`src/rtl/soc_pkg.sv`:
```
// Shared register map, bit positions and decode helper for the MMIO peripheral window.
package soc_pkg;

  // Peripheral window: the upper 24 address bits select the 256-byte window.
  localparam logic [31:0] WINDOW_MASK = 32'hFFFF_FF00;

  // Register offsets within the window.
  localparam logic [7:0] OFF_GPIO_OUT  = 8'h00;
  localparam logic [7:0] OFF_GPIO_IN   = 8'h04;
  localparam logic [7:0] OFF_TIMER_CNT = 8'h08;
  localparam logic [7:0] OFF_TIMER_CMP = 8'h0C;
  localparam logic [7:0] OFF_CTRL      = 8'h10;
  localparam logic [7:0] OFF_STATUS    = 8'h14;

  // CTRL and STATUS bit positions.
  localparam int CTRL_EN_BIT         = 0;
  localparam int CTRL_AUTORELOAD_BIT = 1;
  localparam int STATUS_MATCH_BIT    = 0;

  // One-hot-free register selector produced by the offset decoder.
  typedef enum logic [2:0] {
    REG_GPIO_OUT  = 3'd0,
    REG_GPIO_IN   = 3'd1,
    REG_TIMER_CNT = 3'd2,
    REG_TIMER_CMP = 3'd3,
    REG_CTRL      = 3'd4,
    REG_STATUS    = 3'd5,
    REG_NONE      = 3'd7
  } reg_sel_e;

  // Write strobes handed from the decoder to the timer.
  typedef struct packed {
    logic cnt_we;
    logic cmp_we;
    logic ctrl_we;
    logic status_we;
  } timer_wr_t;

  // Maps a byte offset to a register; anything not exactly a register offset
  // (including misaligned offsets) decodes to REG_NONE.
  function automatic reg_sel_e decode_offset(input logic [7:0] off);
    reg_sel_e sel;
    case (off)
      OFF_GPIO_OUT:  sel = REG_GPIO_OUT;
      OFF_GPIO_IN:   sel = REG_GPIO_IN;
      OFF_TIMER_CNT: sel = REG_TIMER_CNT;
      OFF_TIMER_CMP: sel = REG_TIMER_CMP;
      OFF_CTRL:      sel = REG_CTRL;
      OFF_STATUS:    sel = REG_STATUS;
      default:       sel = REG_NONE;
    endcase
    return sel;
  endfunction

endpackage

```
`src/rtl/mmio_responder_if.sv`:
```
// Core-side load/store bus into the MMIO responder.
interface mmio_responder_if;

  logic        mem_load;
  logic        mem_store;
  logic [31:0] addr;
  logic [31:0] wdata;
  logic        cancel_data_memory;
  logic [31:0] rdata;

  // The core drives the access and consumes the cancel/read-back.
  modport master (
    output mem_load,
    output mem_store,
    output addr,
    output wdata,
    input  cancel_data_memory,
    input  rdata
  );

  // The responder observes the access and answers combinationally.
  modport slave (
    input  mem_load,
    input  mem_store,
    input  addr,
    input  wdata,
    output cancel_data_memory,
    output rdata
  );

endinterface

```
`src/rtl/mmio_timer.sv`:
```
// 32-bit free-running timer with compare match, optional autoreload and a
// sticky write-1-to-clear match flag.
module mmio_timer
  import soc_pkg::*;
(
  input  logic        clk,
  input  logic        rst_n,
  input  timer_wr_t   wr_i,
  input  logic [31:0] wdata_i,
  output logic [31:0] cnt_o,
  output logic [31:0] cmp_o,
  output logic        ctrl_en_o,
  output logic        ctrl_autoreload_o,
  output logic        match_o
);

  logic [31:0] cnt_q, cnt_d;
  logic [31:0] cmp_q, cmp_d;
  logic        en_q, en_d;
  logic        autoreload_q, autoreload_d;
  logic        match_q, match_d;
  logic        match_now;

  // A match is only recognised while the timer is enabled.
  assign match_now = en_q && (cnt_q == cmp_q);

  // Next-state logic: software writes beat hardware updates, a new match beats a W1C.
  always_comb begin
    cnt_d        = cnt_q;
    cmp_d        = cmp_q;
    en_d         = en_q;
    autoreload_d = autoreload_q;
    match_d      = match_q;

    if (wr_i.cnt_we) begin
      cnt_d = wdata_i;
    end else if (match_now) begin
      cnt_d = autoreload_q ? 32'h0 : cnt_q;
    end else if (en_q) begin
      cnt_d = cnt_q + 32'd1;
    end

    if (wr_i.cmp_we) begin
      cmp_d = wdata_i;
    end

    if (wr_i.ctrl_we) begin
      en_d         = wdata_i[CTRL_EN_BIT];
      autoreload_d = wdata_i[CTRL_AUTORELOAD_BIT];
    end else if (match_now && !autoreload_q) begin
      en_d = 1'b0;
    end

    if (match_now) begin
      match_d = 1'b1;
    end else if (wr_i.status_we && wdata_i[STATUS_MATCH_BIT]) begin
      match_d = 1'b0;
    end
  end

  // Timer state registers, cleared asynchronously so a reset abandons any count.
  always_ff @(posedge clk or negedge rst_n) begin
    if (!rst_n) begin
      cnt_q        <= 32'h0;
      cmp_q        <= 32'h0;
      en_q         <= 1'b0;
      autoreload_q <= 1'b0;
      match_q      <= 1'b0;
    end else begin
      cnt_q        <= cnt_d;
      cmp_q        <= cmp_d;
      en_q         <= en_d;
      autoreload_q <= autoreload_d;
      match_q      <= match_d;
    end
  end

  assign cnt_o             = cnt_q;
  assign cmp_o             = cmp_q;
  assign ctrl_en_o         = en_q;
  assign ctrl_autoreload_o = autoreload_q;
  assign match_o           = match_q;

endmodule

```
`src/rtl/mmio_responder.sv`:
```
// Memory-mapped peripheral responder: window decode, GPIO registers, timer
// instance and the combinational read-back mux.
module mmio_responder
  import soc_pkg::*;
#(
  parameter logic [31:0] BASE_ADDR = 32'h0000_1000,
  parameter int          GPIO_W    = 8
) (
  input  logic              clk,
  input  logic              rst_n,
  mmio_responder_if.slave   bus,
  input  logic [GPIO_W-1:0] gpio_in_i,
  output logic [GPIO_W-1:0] gpio_out_o,
  output logic              timer_irq_o
);

  logic              hit;
  logic              aligned;
  logic              mapped;
  logic              wr_en;
  logic              rd_en;
  reg_sel_e          sel;
  timer_wr_t         timer_wr;

  logic [GPIO_W-1:0] gpio_out_q, gpio_out_d;
  logic [GPIO_W-1:0] sync1_q;
  logic [GPIO_W-1:0] sync2_q;

  logic [31:0]       timer_cnt;
  logic [31:0]       timer_cmp;
  logic              timer_en;
  logic              timer_autoreload;
  logic              timer_match;
  logic [31:0]       rd_mux;

  // Address decode: depends only on addr and the load/store strobes, so the
  // cancel output never loops back through register state.
  always_comb begin
    hit     = (bus.mem_load | bus.mem_store) &&
              ((bus.addr & WINDOW_MASK) == (BASE_ADDR & WINDOW_MASK));
    aligned = (bus.addr[1:0] == 2'b00);
    sel     = decode_offset(bus.addr[7:0]);
    mapped  = (sel != REG_NONE);
    wr_en   = hit && bus.mem_store && aligned && mapped;
    rd_en   = hit && bus.mem_load && aligned && mapped;
  end

  assign bus.cancel_data_memory = hit;

  // Per-register write strobes toward the timer; GPIO_IN is read-only.
  always_comb begin
    timer_wr           = '0;
    timer_wr.cnt_we    = wr_en && (sel == REG_TIMER_CNT);
    timer_wr.cmp_we    = wr_en && (sel == REG_TIMER_CMP);
    timer_wr.ctrl_we   = wr_en && (sel == REG_CTRL);
    timer_wr.status_we = wr_en && (sel == REG_STATUS);
  end

  // GPIO output next state: load the low GPIO_W bits of the store data.
  always_comb begin
    gpio_out_d = gpio_out_q;
    if (wr_en && (sel == REG_GPIO_OUT)) begin
      gpio_out_d = bus.wdata[GPIO_W-1:0];
    end
  end

  // GPIO output register.
  always_ff @(posedge clk or negedge rst_n) begin
    if (!rst_n) begin
      gpio_out_q <= '0;
    end else begin
      gpio_out_q <= gpio_out_d;
    end
  end

  // Two-flop synchroniser for the asynchronous GPIO inputs.
  always_ff @(posedge clk or negedge rst_n) begin
    if (!rst_n) begin
      sync1_q <= '0;
      sync2_q <= '0;
    end else begin
      sync1_q <= gpio_in_i;
      sync2_q <= sync1_q;
    end
  end

  mmio_timer u_timer (
    .clk               (clk),
    .rst_n             (rst_n),
    .wr_i              (timer_wr),
    .wdata_i           (bus.wdata),
    .cnt_o             (timer_cnt),
    .cmp_o             (timer_cmp),
    .ctrl_en_o         (timer_en),
    .ctrl_autoreload_o (timer_autoreload),
    .match_o           (timer_match)
  );

  // Read-back mux: zero unless a valid aligned load hits a mapped register.
  always_comb begin
    rd_mux = 32'h0;
    if (rd_en) begin
      case (sel)
        REG_GPIO_OUT:  rd_mux[GPIO_W-1:0] = gpio_out_q;
        REG_GPIO_IN:   rd_mux[GPIO_W-1:0] = sync2_q;
        REG_TIMER_CNT: rd_mux = timer_cnt;
        REG_TIMER_CMP: rd_mux = timer_cmp;
        REG_CTRL: begin
          rd_mux[CTRL_EN_BIT]         = timer_en;
          rd_mux[CTRL_AUTORELOAD_BIT] = timer_autoreload;
        end
        REG_STATUS:    rd_mux[STATUS_MATCH_BIT] = timer_match;
        default:       rd_mux = 32'h0;
      endcase
    end
  end

  assign bus.rdata   = rd_mux;
  assign gpio_out_o  = gpio_out_q;
  assign timer_irq_o = timer_match;

endmodule

```
`src/flat_wrapper.sv`:
```
// flat-port wrapper written by rule: the top's interface ports become plain ports
module mmio_responder_flat import soc_pkg::*;
#(
  parameter logic [31:0] BASE_ADDR = 32'h0000_1000,
  parameter int          GPIO_W    = 8
)
  (clk, rst_n, gpio_in_i, gpio_out_o, timer_irq_o, bus_mem_load, bus_mem_store, bus_addr, bus_wdata, bus_cancel_data_memory, bus_rdata);
  mmio_responder_if bus_i ();
  input  logic clk;
  input  logic rst_n;
  input  logic [GPIO_W-1:0] gpio_in_i;
  output logic [GPIO_W-1:0] gpio_out_o;
  output logic timer_irq_o;
  input wire logic [$bits(bus_i.mem_load)-1:0] bus_mem_load;
  input wire logic [$bits(bus_i.mem_store)-1:0] bus_mem_store;
  input wire logic [$bits(bus_i.addr)-1:0] bus_addr;
  input wire logic [$bits(bus_i.wdata)-1:0] bus_wdata;
  output wire logic [$bits(bus_i.cancel_data_memory)-1:0] bus_cancel_data_memory;
  output wire logic [$bits(bus_i.rdata)-1:0] bus_rdata;
  assign bus_i.mem_load = bus_mem_load;
  assign bus_i.mem_store = bus_mem_store;
  assign bus_i.addr = bus_addr;
  assign bus_i.wdata = bus_wdata;
  assign bus_cancel_data_memory = bus_i.cancel_data_memory;
  assign bus_rdata = bus_i.rdata;
  mmio_responder #(.BASE_ADDR(BASE_ADDR), .GPIO_W(GPIO_W)) u_core (.clk(clk), .rst_n(rst_n), .bus(bus_i), .gpio_in_i(gpio_in_i), .gpio_out_o(gpio_out_o), .timer_irq_o(timer_irq_o));
endmodule
```
`config.mk`:
```
export PLATFORM = sky130hd
export DESIGN_NAME = mmio_responder_flat
export DESIGN_NICKNAME = d
export VERILOG_FILES = /design/src/rtl/soc_pkg.sv /design/src/rtl/mmio_responder_if.sv /design/src/rtl/mmio_timer.sv /design/src/rtl/mmio_responder.sv /design/src/flat_wrapper.sv
export SDC_FILE = /design/constraint.sdc
export NUM_CORES = 1
export LEC_CHECK = 0
export CAP_MARGIN = 25
export CORE_ASPECT_RATIO = 1.1
export CORE_MARGIN = 2
export CORE_UTILIZATION = 52
export CTS_BUF_LIST = sky130_fd_sc_hd__clkbuf_4
export DETAILED_ROUTE_END_ITERATION = 10
export GPL_ROUTABILITY_DRIVEN = 0
export GPL_TIMING_DRIVEN = 1
export PLACE_DENSITY_LB_ADDON = 0.3
export SLEW_MARGIN = 30
export SYNTH_ARGS = -nofsm -noshare
export SYNTH_HDL_FRONTEND = slang
export SYNTH_SLANG_ARGS = --single-unit
```
`constraint.sdc`:
```
create_clock -name clk -period 3.3 [get_ports clk]
set_input_delay 0.495 -clock clk [delete_from_list [all_inputs] [get_ports clk]]
set_output_delay 0.495 -clock clk [all_outputs]
set_load 0.03 [all_outputs]
```
==> flow_summary.rst <==
.. list-table::
   :header-rows: 1

   * - Metric
     - Value
   * - Run status
     - completed
   * - Summed area of non-filler cells in the final layout
     - roughly 6900 um2
   * - Clock tree from TritonCTS
     - built
   * - Average wire per cell in the routed design
     - around 19 um
   * - Total wire length after detailed routing
     - ~16,000 um
   * - Cell area power density
     - 287 nW/um2
   * - Critical Path Sink Type
     - primary output
   * - Number of design-rule violations left by the first detailed-router iteration
     - 420
   * - Peak-usage layer in the global routing report
     - met2
   * - Met1 usage
     - between 30 and 40%
   * - Capture point of the worst reg-to-reg path
     - u_core.u_timer.cnt_o[11]
   * - Max rail drop VDD
     - 0.248 mV
   * - Setup Viol. Count Final
     - 0
   * - Mapped Avg Cell Area
     - between 9 and 10 um2
   * - Cell area after placement
     - 6620 um2
   * - Via count normalized by instance count
     - between 6 and 7
   * - Kind of launch point of the worst setup path
     - input pin
   * - Cell Area, Synth
     - 5350 um2
   * - Portion of the post-synthesis area used by sequential elements
     - 42.6%
   * - Number of buffers on the longest clock path
     - 2
   * - Register clock-pin slew on the reported worst setup and hold paths
     - 0.15 ns
   * - Number of placed instances with taps included
     - 796
   * - Starting density of the core
     - 53.9%
   * - Largest area contributor in the netlist
     - sky130_fd_sc_hd__dfrtp_1
   * - Distinct cell type count after synthesis
     - 53
   * - Core region area
     - just under 10,000 um2
   * - Cells along the critical path
     - clkdlybuf4s50_1 -> nor3_2 -> and3b_1 -> nand2_1 -> ha_4 -> nand2b_4 -> nor2_2 -> buf_6 -> a222oi_1 -> a21oi_1 -> buf_4
   * - Total routing resource utilization after global routing
     - around 29%
   * - Most frequent cells in the layout
     - sky130_fd_sc_hd__dfrtp_1 (91), sky130_fd_sc_hd__clkdlybuf4s50_1 (84), sky130_fd_sc_hd__nand2_1 (62), sky130_fd_sc_hd__nor2_1 (59), sky130_fd_sc_hd__buf_4 (48)
   * - Number of maximum-capacitance constraint violations
     - 0
   * - Final Max Slew Viols
     - 0
   * - Synthesized netlist cell count
     - 585
   * - Top_reg_cell synth
     - sky130_fd_sc_hd__dfrtp_1
   * - Total clock buffers created by CTS
     - 9
   * - Clock latency of the later-clocked register in the worst-skew pair
     - 0.48 ns
   * - Via count of the first global-routing pass
     - 4,974
   * - Height of the die
     - 110 um
   * - Met2 track demand over resource
     - 48.7%
   * - Wire length of the first global-routing pass
     - 24,500 um
   * - R2r startpoint
     - u_core.u_timer.cnt_o[19]
   * - Number of top-level pins
     - 118
   * - Type of the worst min-delay path
     - input pin to asynchronous set/reset pin
   * - Worst-path cell with the longest stage delay
     - sky130_fd_sc_hd__clkdlybuf4s50_1
   * - Number of sinks driven by the clock tree
     - 91
   * - HPWL after detailed placement
     - 11,100 um
   * - Ratio of cells with drive above 1 in the final layout
     - between 10% and 20%
   * - Grt total ovfl
     - 0
   * - Port buffer count
     - 117
   * - Max H-tree Level
     - 3
   * - Die Width
     - 101 um
   * - Crit path required time
     - between 2 and 3 ns
   * - FF-to-FF setup slack
     - between 0.5 and 0.6 ns
   * - Cell types with the largest area share after synthesis
     - sky130_fd_sc_hd__dfrtp_1 (43%), sky130_fd_sc_hd__mux2_2 (8.8%), sky130_fd_sc_hd__a22oi_1 (5.8%), sky130_fd_sc_hd__xor2_1 (4.4%), sky130_fd_sc_hd__nand2_1 (4.3%)
   * - Met3 Resource Use GR
     - 6.68%
   * - DRC violations left
     - 0
   * - Kind of critical path
     - input pin to primary output
   * - Worst EP arrival
     - 2.68 ns
   * - Maximum number of pins on one net before global-route repair
     - 48
   * - Reg2Reg Depth
     - 7
   * - F_max
     - approximately 0.32 GHz
   * - Period minus WS final
     - around 3.2 ns
   * - Normalized max-slew margin
     - 44.3%
   * - Die Area
     - 11,100 um2
   * - Share of the clock period used by the worst path after layout
     - 96.1%
   * - Final Skew
     - 0.0220 ns
   * - Warning count from the yosys run
     - 0
   * - Most common library cell in the layout ignoring fill and taps
     - sky130_fd_sc_hd__dfrtp_1
   * - Power, Total
     - 1.97 mW
   * - Async set-or-reset flop fraction in the synthesized netlist
     - 100%
   * - Count of standard-cell rows
     - 38
   * - Pleak
     - between 2 and 3 nW
   * - Tightest Pin Transition
     - around 0.83 ns
   * - Number of hold buffers added after CTS
     - 0
   * - Post-Syn Nets
     - 664
   * - Cell chosen for the clock root
     - sky130_fd_sc_hd__clkbuf_4
   * - Via count of the routed design
     - 5,214
   * - CP max stage delay
     - 0.41 ns
   * - Final net count
     - 770
   * - Antenna viol nets, final
     - 0
   * - Fraction of post-synthesis cell area in the top cell type by area
     - about 43%
   * - Final instance count without filler cells
     - 816
   * - First-pass DRT Iterations
     - 5
   * - Flop and latch count out of synthesis
     - 91
   * - Number of endpoints with negative hold slack in the final report
     - 0
   * - Number of antenna violations at the first check in global routing
     - 0
   * - Antenna diode count
     - 0
   * - Number of enable flip-flop cells after synthesis
     - 0
   * - Worst-path fanout max
     - 11
   * - Area delta synth->final
     - 28.5%
-- repair_timing --
item,4_1_cts,5_1_grt
endpoints found under the setup margin,4,32
gates cloned,0,1
hold endpoints to repair,0,0
resized for setup,2,4
pin swaps,0,6
setup buffers,0,3
-- synth_stat cells, types with 2 or more instances --
cell                        count
sky130_fd_sc_hd__dfrtp_1       91
sky130_fd_sc_hd__nand2_1       62
sky130_fd_sc_hd__nor2_1        61
sky130_fd_sc_hd__mux2_2        42
sky130_fd_sc_hd__a22oi_1       41
sky130_fd_sc_hd__clkbuf_1      31
sky130_fd_sc_hd__a21oi_1       30
sky130_fd_sc_hd__xor2_1        27
sky130_fd_sc_hd__o21ai_0       22
sky130_fd_sc_hd__nand3_1       19
sky130_fd_sc_hd__nor4_1        17
sky130_fd_sc_hd__nor3_1        13
sky130_fd_sc_hd__a32oi_1        9
sky130_fd_sc_hd__buf_2          9
sky130_fd_sc_hd__nand4_1        9
sky130_fd_sc_hd__inv_1          7
sky130_fd_sc_hd__a31oi_1        6
sky130_fd_sc_hd__mux2i_1        6
sky130_fd_sc_hd__or4_1          6
sky130_fd_sc_hd__nand2b_1       5
sky130_fd_sc_hd__o22ai_1        5
sky130_fd_sc_hd__xnor2_1        5
sky130_fd_sc_hd__and4_1         4
sky130_fd_sc_hd__buf_1          4
sky130_fd_sc_hd__o211ai_1       4
sky130_fd_sc_hd__or2_2          4
sky130_fd_sc_hd__a21o_1         3
sky130_fd_sc_hd__and3_1         3
sky130_fd_sc_hd__ha_1           3
sky130_fd_sc_hd__nor4b_1        3
sky130_fd_sc_hd__o21ai_1        3
sky130_fd_sc_hd__o311a_1        3
sky130_fd_sc_hd__or3_1          3
sky130_fd_sc_hd__a41oi_1        2
sky130_fd_sc_hd__and2_1         2
sky130_fd_sc_hd__nand4b_1       2
sky130_fd_sc_hd__o2111ai_1      2
sky130_fd_sc_hd__o31a_1         2
-- area by class of cell --
cell class	count	area, um2
fillers	793	3060
multi-input cells	441	2890
flip-flops and latches	91	2280
repair buffers	141	1370
well taps	120	150
clock inverters	7	92.6
clock buffers	9	67.6
inverters	7	26.3
-- registers in the layout (all words and copies together) (netlist names) --
signal	cells
u_core.u_timer.cmp_o	32
u_core.u_timer.cnt_o	32
u_core.gpio_out_o	8
u_core.sync1_q	8
u_core.sync2_q	8
u_core.u_timer.ctrl_autoreload_o	1
u_core.u_timer.ctrl_en_o	1
u_core.u_timer.match_o	1
-- logic make-up (layout without fill, tap and decap cells) --
logic type | after synthesis | count (layout) | share of synthesized area [%]
simple gates | 219 | 219 | 20.1
compound gates | 139 | 139 | 17.3
flops | 91 | 91 | 42.6
buf+inv | 53 | 164 | 4.14
mux | 48 | 48 | 9.96
xor+xnor | 32 | 32 | 5.24
fa+ha+maj | 3 | 3 | 0.702
-- critical path, delay by kind of cell --
kind | cells | cell delay [ns]
AND/OR/NAND/NOR | 5 | 0.84
AO/OA/AOI/OAI | 2 | 0.32
adder cells (fa/ha/maj) | 1 | 0.21
buffers and inverters | 3 | 0.80
-- worst max path at each step --
stage	start	endpoint	depth (start not counted)
3_3_place_gp	bus_addr[5]	bus_rdata[4]	11
5_1_grt	bus_addr[1]	bus_rdata[17]	11
4_1_cts	bus_addr[5]	bus_rdata[3]	11
3_5_place_dp	bus_addr[5]	bus_rdata[3]	11
6_report	bus_addr[6]	bus_rdata[1]	11
2_1_floorplan	bus_addr[5]	bus_rdata[2]	9
-- stage by stage --
| stage | hold slack, ns | setup WS (ns) | utilization, % | setup TNS, ns |
|---|---|---|---|---|
| after floorplan | 0.199 | 0.110 | - | 0 |
| after global placement | 0.333 | 0.0746 | 66.6 | 0 |
| after detailed placement | 0.335 | -0.0521 | 66.6 | -0.200 |
| after CTS | 0.0263 | 0.0382 | 68.3 | 0 |
| after global routing | 0.0492 | -0.00341 | 69.2 | -0.00341 |
| final | 0.0158 | 0.128 | 69.2 | 0 |
-- power breakdown --
group,internal (mW),switching [mW],leakage [nW]
Clock,0.304,0.406,0.0796
Sequential,1.12,0.00289,1.14
Combinational,0.0838,0.0514,1.63
-- layer usage --
metal | share of wire (%) | routed length (um) | vias up
met3 | 7.6 | 1210 | 49
met4 | 3.3 | 517 | 0
met5 | 0 | 0 | -
li1 | - | - | 2369
met1 | 39 | 6230 | 2540
met2 | 50 | 7890 | 256
Note: power is estimated with default switching activity, not from simulation.
